[src/rtl/counter_bcd_ndigit_pkg.sv]
// Shared types and limits for the N-digit BCD event counter.
package counter_bcd_ndigit_pkg;

  typedef logic [3:0] bcd_digit_t;

  localparam bcd_digit_t BCD_MAX    = 4'd9;
  localparam int         MAX_DIGITS = 12;

  // An out-of-range code returns to zero, so a digit can never leave 0..9.
  function automatic bcd_digit_t bcd_inc(input bcd_digit_t d);
    return (d >= BCD_MAX) ? 4'd0 : d + 4'd1;
  endfunction

endpackage

[src/rtl/counter_bcd_ndigit_if.sv]
// Control inputs and result outputs of the BCD counter, grouped as one bus.
interface counter_bcd_ndigit_if #(parameter int DIGITS = 8);

  logic                  enable_in;
  logic                  clear_in;
  logic                  latch_in;
  logic [4*DIGITS-1:0]   count_out;
  logic [4*DIGITS-1:0]   latched_out;
  logic                  overflow_out;
  logic                  latched_overflow_out;
  logic                  latched_valid_out;
  logic                  carry_out;

  modport master (
    output enable_in, clear_in, latch_in,
    input  count_out, latched_out, overflow_out,
           latched_overflow_out, latched_valid_out, carry_out
  );

  modport slave (
    input  enable_in, clear_in, latch_in,
    output count_out, latched_out, overflow_out,
           latched_overflow_out, latched_valid_out, carry_out
  );

endinterface

[src/rtl/counter_bcd_ndigit_bcd_digit_cell.sv]
// One decimal digit of the cascade: increments on carry-in, passes carry on at 9.
module bcd_digit_cell
  import counter_bcd_ndigit_pkg::*;
(
  input  logic       clk,
  input  logic       rst,
  input  logic       clear_in,
  input  logic       carry_in,
  output bcd_digit_t digit_out,
  output logic       is_max_out,
  output logic       carry_out
);

  bcd_digit_t digit_q;
  bcd_digit_t digit_d;

  always_comb begin
    digit_d = digit_q;
    if (clear_in) begin
      digit_d = '0;
    end else if (carry_in) begin
      digit_d = bcd_inc(digit_q);
    end
  end

  always_ff @(posedge clk or posedge rst) begin
    if (rst) begin
      digit_q <= '0;
    end else begin
      digit_q <= digit_d;
    end
  end

  assign digit_out  = digit_q;
  assign is_max_out = (digit_q == BCD_MAX);
  assign carry_out  = carry_in && is_max_out;

endmodule

[src/rtl/counter_bcd_ndigit.sv]
// N-digit cascaded BCD counter with sticky overflow and a capture register.
module counter_bcd_ndigit
  import counter_bcd_ndigit_pkg::*;
#(
  parameter int DIGITS   = 8,
  parameter int SATURATE = 0
)
(
  input  logic               clk_in,
  input  logic               reset_in,
  counter_bcd_ndigit_if.slave bus
);

  if (DIGITS < 1 || DIGITS > MAX_DIGITS) begin : g_bad_digits
    $error("counter_bcd_ndigit: DIGITS must be in 1..12");
  end

  logic [4*DIGITS-1:0] count;
  logic [DIGITS-1:0]   is_max;
  logic [DIGITS:0]     carry;
  logic                all_nines;
  logic                max_hit;

  logic                overflow_q, overflow_d;
  logic [4*DIGITS-1:0] latched_q, latched_d;
  logic                latched_ovf_q, latched_ovf_d;
  logic                latched_valid_q, latched_valid_d;

  assign all_nines = &is_max;

  // In saturating mode the chain is never started at all-nines, so the count holds.
  assign carry[0] = bus.enable_in && !bus.clear_in && !((SATURATE != 0) && all_nines);

  for (genvar k = 0; k < DIGITS; k++) begin : g_digit
    bcd_digit_cell u_cell (
      .clk        (clk_in),
      .rst        (reset_in),
      .clear_in   (bus.clear_in),
      .carry_in   (carry[k]),
      .digit_out  (count[4*k +: 4]),
      .is_max_out (is_max[k]),
      .carry_out  (carry[k+1])
    );
  end

  // Wrap mode sees the event as carry out of the top digit; saturate mode never ripples.
  assign max_hit = (SATURATE != 0) ? (bus.enable_in && !bus.clear_in && all_nines)
                                   : carry[DIGITS];

  always_comb begin
    overflow_d      = overflow_q;
    latched_d       = latched_q;
    latched_ovf_d   = latched_ovf_q;
    latched_valid_d = bus.latch_in;
    if (bus.clear_in) begin
      overflow_d = 1'b0;
    end else if (max_hit) begin
      overflow_d = 1'b1;
    end
    if (bus.latch_in) begin
      latched_d     = count;
      latched_ovf_d = overflow_q;
    end
  end

  always_ff @(posedge clk_in or posedge reset_in) begin
    if (reset_in) begin
      overflow_q      <= 1'b0;
      latched_q       <= '0;
      latched_ovf_q   <= 1'b0;
      latched_valid_q <= 1'b0;
    end else begin
      overflow_q      <= overflow_d;
      latched_q       <= latched_d;
      latched_ovf_q   <= latched_ovf_d;
      latched_valid_q <= latched_valid_d;
    end
  end

  assign bus.count_out            = count;
  assign bus.latched_out          = latched_q;
  assign bus.overflow_out         = overflow_q;
  assign bus.latched_overflow_out = latched_ovf_q;
  assign bus.latched_valid_out    = latched_valid_q;
  assign bus.carry_out            = max_hit && !reset_in;

endmodule

[src/flat_wrapper.sv]
// flat-port wrapper written by rule: the top's interface ports become plain ports
module counter_bcd_ndigit_flat import counter_bcd_ndigit_pkg::*;
#(
  parameter int DIGITS   = 8,
  parameter int SATURATE = 0
)
  (clk_in, reset_in, bus_enable_in, bus_clear_in, bus_latch_in, bus_count_out, bus_latched_out, bus_overflow_out, bus_latched_overflow_out, bus_latched_valid_out, bus_carry_out);
  counter_bcd_ndigit_if #(.DIGITS(DIGITS)) bus_i ();
  input  logic clk_in;
  input  logic reset_in;
  input wire logic [$bits(bus_i.enable_in)-1:0] bus_enable_in;
  input wire logic [$bits(bus_i.clear_in)-1:0] bus_clear_in;
  input wire logic [$bits(bus_i.latch_in)-1:0] bus_latch_in;
  output wire logic [$bits(bus_i.count_out)-1:0] bus_count_out;
  output wire logic [$bits(bus_i.latched_out)-1:0] bus_latched_out;
  output wire logic [$bits(bus_i.overflow_out)-1:0] bus_overflow_out;
  output wire logic [$bits(bus_i.latched_overflow_out)-1:0] bus_latched_overflow_out;
  output wire logic [$bits(bus_i.latched_valid_out)-1:0] bus_latched_valid_out;
  output wire logic [$bits(bus_i.carry_out)-1:0] bus_carry_out;
  assign bus_i.enable_in = bus_enable_in;
  assign bus_i.clear_in = bus_clear_in;
  assign bus_i.latch_in = bus_latch_in;
  assign bus_count_out = bus_i.count_out;
  assign bus_latched_out = bus_i.latched_out;
  assign bus_overflow_out = bus_i.overflow_out;
  assign bus_latched_overflow_out = bus_i.latched_overflow_out;
  assign bus_latched_valid_out = bus_i.latched_valid_out;
  assign bus_carry_out = bus_i.carry_out;
  counter_bcd_ndigit #(.DIGITS(DIGITS), .SATURATE(SATURATE)) u_core (.clk_in(clk_in), .reset_in(reset_in), .bus(bus_i));
endmodule
[config.mk]
export PLATFORM = sky130hd
export DESIGN_NAME = counter_bcd_ndigit_flat
export DESIGN_NICKNAME = d
export VERILOG_FILES = /design/src/rtl/counter_bcd_ndigit_pkg.sv /design/src/rtl/counter_bcd_ndigit_if.sv /design/src/rtl/counter_bcd_ndigit_bcd_digit_cell.sv /design/src/rtl/counter_bcd_ndigit.sv /design/src/flat_wrapper.sv
export SDC_FILE = /design/constraint.sdc
export NUM_CORES = 1
export LEC_CHECK = 0
export BUFFER_PORTS_ARGS = -buffer_cell sky130_fd_sc_hd__buf_2
export CAP_MARGIN = 20
export CELL_PAD_IN_SITES_DETAIL_PLACEMENT = 2
export CELL_PAD_IN_SITES_GLOBAL_PLACEMENT = 2
export CORE_MARGIN = 2
export CORE_UTILIZATION = 33
export CTS_CLUSTER_DIAMETER = 100
export DETAILED_ROUTE_END_ITERATION = 8
export HOLD_SLACK_MARGIN = 0.05
export PLACE_DENSITY_LB_ADDON = 0.08
export SYNTH_ARGS = -nofsm -noshare
export SYNTH_HDL_FRONTEND = slang
export SYNTH_SLANG_ARGS = --single-unit
[constraint.sdc]
create_clock -name clk_in -period 3.04 [get_ports clk_in]
set_clock_uncertainty 0.2 [all_clocks]
set_input_delay 0.152 -clock clk_in [delete_from_list [all_inputs] [get_ports clk_in]]
set_output_delay 0.152 -clock clk_in [all_outputs]
set_load 0.05 [all_outputs]
==> results of run 1 <==
flip-flops by register name, summed over array words and instances, names as in the netlist:
| signal | cells |
|---|---|
| u_core.bus.latched_out | 32 |
| u_core.g_digit.u_cell.digit_out | 32 |
| u_core.bus.latched_overflow_out | 1 |
| u_core.bus.latched_valid_out | 1 |
| u_core.bus.overflow_out | 1 |
worst max path at each step:
| stage | end | slack, ns | depth (start not counted) |
|---|---|---|---|
| 4_1_cts | bus_carry_out | 0.16 | 7 |
| 3_5_place_dp | bus_carry_out | 0.59 | 7 |
| 3_3_place_gp | bus_carry_out | 0.67 | 7 |
| 6_report | bus_carry_out | 0.29 | 7 |
| 5_1_grt | bus_carry_out | 0.09 | 7 |
| 2_1_floorplan | bus_carry_out | 0.06 | 7 |
cell usage in the layout, fill, tap and decap left out, drive strengths merged, types with 3 or more instances in the layout:
cell type     n
o22ai         4
mux2         36
ha           24
nor2         11
clkbuf       10
nand4         7
a21oi        11
nand3b        3
nor3          7
or3b          5
nand2        14
inv          24
and3          3
nand3        11
o21ai        12
and3b         6
buf          75
nand2b        3
dlygate4sd3   3
a32o          3
o211ai        7
dfrtp        67
a21o          3
per-layer routing:
layer  GRT usage [%]  share of wire [%]  up-vias
li1                -                  -     1266
met1            22.1                 45     1433
met2            31.4                 51       44
met3            2.39                2.5       10
met4            6.77                1.4        0
met5               0                  0        -
report_power, final:
part,internal (uW),switching [uW],leakage (uW)
registers,896,6.19,0.000931
logic,31.6,80.1,0.00112
clock network,484,377,0.000108
repair_timing:
action                                  4_1_cts  5_1_grt
hold buffers                                  3        0
endpoints found under the setup margin        0        1
endpoints found under the hold margin        25        0
resized for setup                             0        1
logic make-up after synthesis:
| family | share of synthesized area (%) |
|---|---|
| adders and majority gates | 8.68 |
| muxes | 12.3 |
| AOI/OAI and AO/OA | 11.3 |
| DFF | 48.5 |
| and+or+nand+nor | 15.1 |
| buffers and inverters | 4.20 |
metrics by stage:
stage,total power (uW),instances,setup WS [ns],cell area [um^2]
5_1_grt,1940,526,0.0910,4230
4_1_cts,1910,526,0.155,4230
3_3_place_gp,1030,507,0.673,3980
6_report,1880,526,0.287,4230
3_5_place_dp,1030,507,0.590,3980
2_1_floorplan,997,308,0.0649,3460
worst reg2reg max path, cell delays in order (launching register included):
cell and delay, ns:
dfrtp_1 0.44, inv_1 0.09, ha_1 0.21, or3b_2 0.44, a211oi_1 0.56, a21oi_1 0.17
mux2i_1 0.16
area by class of cell:
cell class	count	area share (%)
multi-input combinational	205	38.8
inverter	24	2.13
tap	136	4.02
clock inverter	6	2.10
sequential	67	39.6
timing repair buffer	78	10.1
clock buffer	10	3.25
==> results.md, run 1 <==
- CTS tree: built
- Hold path endpoint: u_core.bus.latched_valid_out
- WHS: ~0.17 ns
- Number of global-route vias before repair: roughly 3000
- Tmin final: 2.75 ns
- Die ar.: about 11000 um^2
- Ys Warns: 0
- I/O pin count: between 70 and 80
- Yosys top cell area share: between 40% and 50%
- Worst setup EP type: output port
- Fillcell total: 1137
- Seq cells post-synth: 67
- Crit path required time: roughly 2.7 ns
- CTS max path bufs: 2
- Worst R2R Start: u_core.g_digit[1].u_cell.digit_out[1]
- Gr ovfl total: 0
- Largest net degree at the start of global routing: 47
- # setup viols final: 0
- Register area: approximately 1700 um^2
- Via density per instance: roughly 5.2
- Placer Congestion: 0.747
- FF-to-FF End: u_core.g_digit[1].u_cell.digit_out[2]
- Final core utilization: about two fifths
- Setup TNS: 0 ns
- Die W: about 110 um
- Worst stage delay on the critical path: between 0.4 and 0.5 ns
- Clock root cell: clkbuf_8
- Routed wire per std cell: 18.0 um
- 1st-pass router iterations: 4
- Worst hold path class: in2reg
- GRT Util Overall: 17.8%
- Critical Path Start Type: flop
- Initial antenna violation count: 0
- Clk_lat worst skew: ~0.35 ns
- Final hold violation count: 0
- Crit path from: u_core.g_digit[3].u_cell.digit_out[1]
- Vias post-DR: approximately 2800
- Fmax: ~360 MHz
- Cell Pwr Density: 443 nW/um^2
- Core ar.: 10200 um^2
- TritonCTS Sinks: 67
- Crit path max-delay cell type: dfrtp_1
- Worst slew pin tran: a little under 0.9 ns
- First-pass GRT wire length: about 16 mm
- TritonCTS buffer count: 9
- Max_slew headroom: ~40%
- Antenna-violating nets left: 0
- R2r setup slk: about 0.7 ns
- EDFF count, synth: 0
- Post-CTS Setup Repair Bufs: 0
- Layout cells sized above 1: a little over a third
- Status: finished, final reports clean
- Most used DFF post-synth: dfrtp_1
- Pleak: about 0.0022 uW
- CP arrival: roughly 2.4 ns
- Count leader, synth: dfrtp_1
- Layout area overhead: 22.4%
- Core Rows: 37
- Largest area contributor in the netlist: dfrtp_1
- WL final: about 9.5 mm
- Worst vdd ir: about 160 uV
- Crit Path Max Fanout: 8
- Multi-input logic area: 1640 um^2
- Dpl hpwl: roughly 6.5 mm
- Critical path type: reg2out
- Fin crit share: 90.6%
- Syn Nets: 337
- Die Y: ~110 um
- Mapped Area: approximately 3500 um^2
- N_diodes: 0
- FF-to-FF path depth: 6
- Starting density of the core: between 30% and 40%
- H-tree levels: 3
- Final Slew Violations: 0
- Initial DRC count: between 60 and 70
- Seq/Total Area, Yosys: 48.5%
- CP delay by family, top: simple AND/OR/NAND/NOR gates
- RSZ-0062 raised after global routing: false
- # nets final: 414
- Avg Inst Size Synth: roughly 11 um^2
- Ys async rst share: 100%
- PortBufs: 72
- Critical path buffers and inverters: 2
- Cell variety after synth: just under 50
- CP Cell Sequence: inv_1 > ha_1 > and3b_1 > and3_2 > nand3_1 > nor4_2 > buf_2
- Max-Cap Viols: 0
- Clk slew on worst S/H paths: ~0.08 ns
- Top post-synthesis cells by area: dfrtp_1, mux2_2, ha_1
- Post-Synthesis Cells: between 300 and 400
- Hold path depth: 1
- Synth top cells by count: dfrtp_1, mux2_2, ha_1, inv_1, nand2_1
- Hold_sp: bus_latch_in
- Residual DRC: 0
Note: power is estimated with default switching activity, not from simulation.
==> run 2: changes to the inputs <==
- CORE_MARGIN: 2 -> default
- CORE_UTILIZATION: 33 -> 38
- CTS_CLUSTER_DIAMETER: 100 -> default
==> results.md, run 2 (synthesized netlist as in run 1, its figures left out) <==
- Status: finished, final reports clean
- Critical Path Start Type: flop
- Largest net degree at the start of global routing: 36 (-23%)
- # setup viols final: 0 (unchanged)
- Worst hold path class: in2reg
- CTS tree: built
- Number of global-route vias before repair: 3100 (+3.0%)
- Gr ovfl total: 0 (unchanged)
- Worst slew pin tran: 0.796 ns (-0.0874 ns)
- Final hold violation count: 0 (unchanged)
- Placer Congestion: 0.783 (+4.9%)
- Post-CTS sizing: 0 (unchanged)
- Initial antenna violation count: 0 (unchanged)
- GRT Util Overall: 20.9% (+3.1 points)
- Die W: 97.4 um (-8.4%)
- Fin cells: 500 (-4.9%)
- Starting density of the core: 39.5% (+5.7 points)
- WL final: 9.14 mm (-3.5%)
- Worst vdd ir: 197 uV (+23%)
- Commonest non-fill, non-tap cell in the layout: buf_2
- Pwr Total: 1740 uW (-7.2%)
- N_diodes: 0 (unchanged)
- PortBufs: 72 (unchanged)
- Max-Cap Viols: 0 (unchanged)
- Cell Pwr Density: 419 nW/um^2 (-5.5%)
- Residual DRC: 0 (unchanged)
- Die Y: 97.4 um (-8.4%)
- Fin area: 4160 um^2 (-1.8%)
- Worst stage delay on the critical path: 0.44 ns (about the same)
- Clk slew on worst S/H paths: 0.08 ns (about the same)
- Worst setup EP type: output port
- Area post-placement: 3940 um^2 (-0.82%)
- Crit path required time: 2.69 ns (about the same)
- Max_slew headroom: 46.9% (+5.8 points)
- Critical path type: reg2out
- CP arrival: 2.26 ns (-0.14 ns)
- Via density per instance: 5.47 (+4.4%)
- Crit path max-delay cell type: dfrtp_1
- Commonest non-fill, non-tap cells in the layout: buf_2, dfrtp_1, mux2_2, ha_1, inv_1
- Placed Cells: 481 (-5.1%)
- CTS Hold Buffers Added: 3 (unchanged)
- Die ar.: 9490 um^2 (-16%)
- Crit Path Max Fanout: 6 (-2)
- Setup TNS: 0 ns (unchanged)
- Clock root cell: clkbuf_8
- Layout area overhead: 20.2%
- Tmin final: 2.61 ns (-0.143 ns)
- I/O pin count: 73 (unchanged)
- Initial DRC count: 81 (+21%)
- Clk_lat worst skew: 0.35 ns (about the same)
- # nets final: 416 (+0.48%)
- H-tree levels: 3 (unchanged)
- Pleak: 0.00216 uW (-0.24%)
- Final Slew Violations: 0 (unchanged)
- Core Rows: 34 (-8.1%)
- Dpl hpwl: 6.49 mm (-0.42%)
- CTS max path bufs: 2 (unchanged)
- RSZ-0062 raised after global routing: false
- TritonCTS Sinks: 67 (unchanged)
- TritonCTS buffer count: 9 (unchanged)
- Fin crit share: 85.9% (-4.7 points)
- Routed wire per std cell: 18.3 um (+1.5%)
- Critical path buffers and inverters: 2 (unchanged)
- CP delay by family, top: simple AND/OR/NAND/NOR gates
- 1st-pass router iterations: 4 (unchanged)
- CP Cell Sequence: inv_1 > ha_1 > and3b_1 > and4_1 > nand3_1 > nor4_2 > buf_2
- First-pass GRT wire length: 15.8 mm (-0.66%)
- Layout cells sized above 1: 34.9% (-0.44 points)
- Antenna-violating nets left: 0 (unchanged)
- Core ar.: 8760 um^2 (-14%)
- Vias post-DR: 2733 (-0.73%)
- Post-CTS Setup Repair Bufs: 0 (unchanged)
- Final core utilization: 47.4% (+6.1 points)
- Fmax: 383 MHz (+5.5%)
run 2: cell count changes in the layout (fill, tap and decap cells not counted), sizes merged:
cell	previous run	this run
bufinv	2	1
clkinv	2	4
buf	75	77
clkbuf	10	11
clkinvlp	2	0
run 2: per-layer routing:
metal,track usage [%],wire length [um]
met3,3.17,279
met1,25.7,4020
met5,0,0
met4,7.24,107
met2,37.1,4730
run 2: final cells by class:
type / count / area [um^2]
clock buffer: 11 / 131
sequential: 67 / 1680
tap: 108 / 135
timing repair buffer: 80 / 428
clock inverter: 5 / 53.8
fill: 947 / 4610
multi-input combinational: 205 / 1640
inverter: 24 / 90.1
run 2: worst paths after layout:
path | start | endpoint | slack, ns | cells after the start
min | bus_latch_in | u_core.bus.latched_valid_out | 0.13 | 1
max | u_core.g_digit[2].u_cell.digit_out[1] | bus_carry_out | 0.43 | 7
min reg2reg | u_core.bus.latched_out[26] | u_core.bus.latched_out[26] | 0.30 | 1
max in group asynchronous | reset_in | u_core.g_digit[6].u_cell.digit_out[1] | 1.60 | 4
min in group asynchronous | reset_in | u_core.g_digit[0].u_cell.digit_out[0] | 0.30 | 3
max reg2reg | u_core.g_digit[1].u_cell.digit_out[1] | u_core.g_digit[1].u_cell.digit_out[3] | 0.63 | 6
run 2: power breakdown:
| group | switching, uW | internal (uW) | total (uW) | leakage (uW) |
|---|---|---|---|---|
| clock network | 351 | 377 | 728 | 0.0000971 |
| registers | 6.16 | 897 | 903 | 0.000931 |
| logic | 79.4 | 30.5 | 110 | 0.00113 |
| total | 437 | 1300 | 1740 | 0.00216 |
run 2: through the flow:
stage          setup WS (ns)  hold slack [ns]
2_1_floorplan         0.0649          -0.0166
3_3_place_gp           0.797            0.144
3_5_place_dp           0.657            0.150
4_1_cts                0.400            0.149
5_1_grt                0.307            0.175
6_report               0.429            0.127
run 2: worst register-to-register path, cell delays in order (launching register included):
cell      delay (ns)
dfrtp_1         0.43
inv_1           0.08
ha_1            0.21
or3b_2          0.44
a211oi_1        0.62
a21oi_1         0.15
o21ai_0         0.19
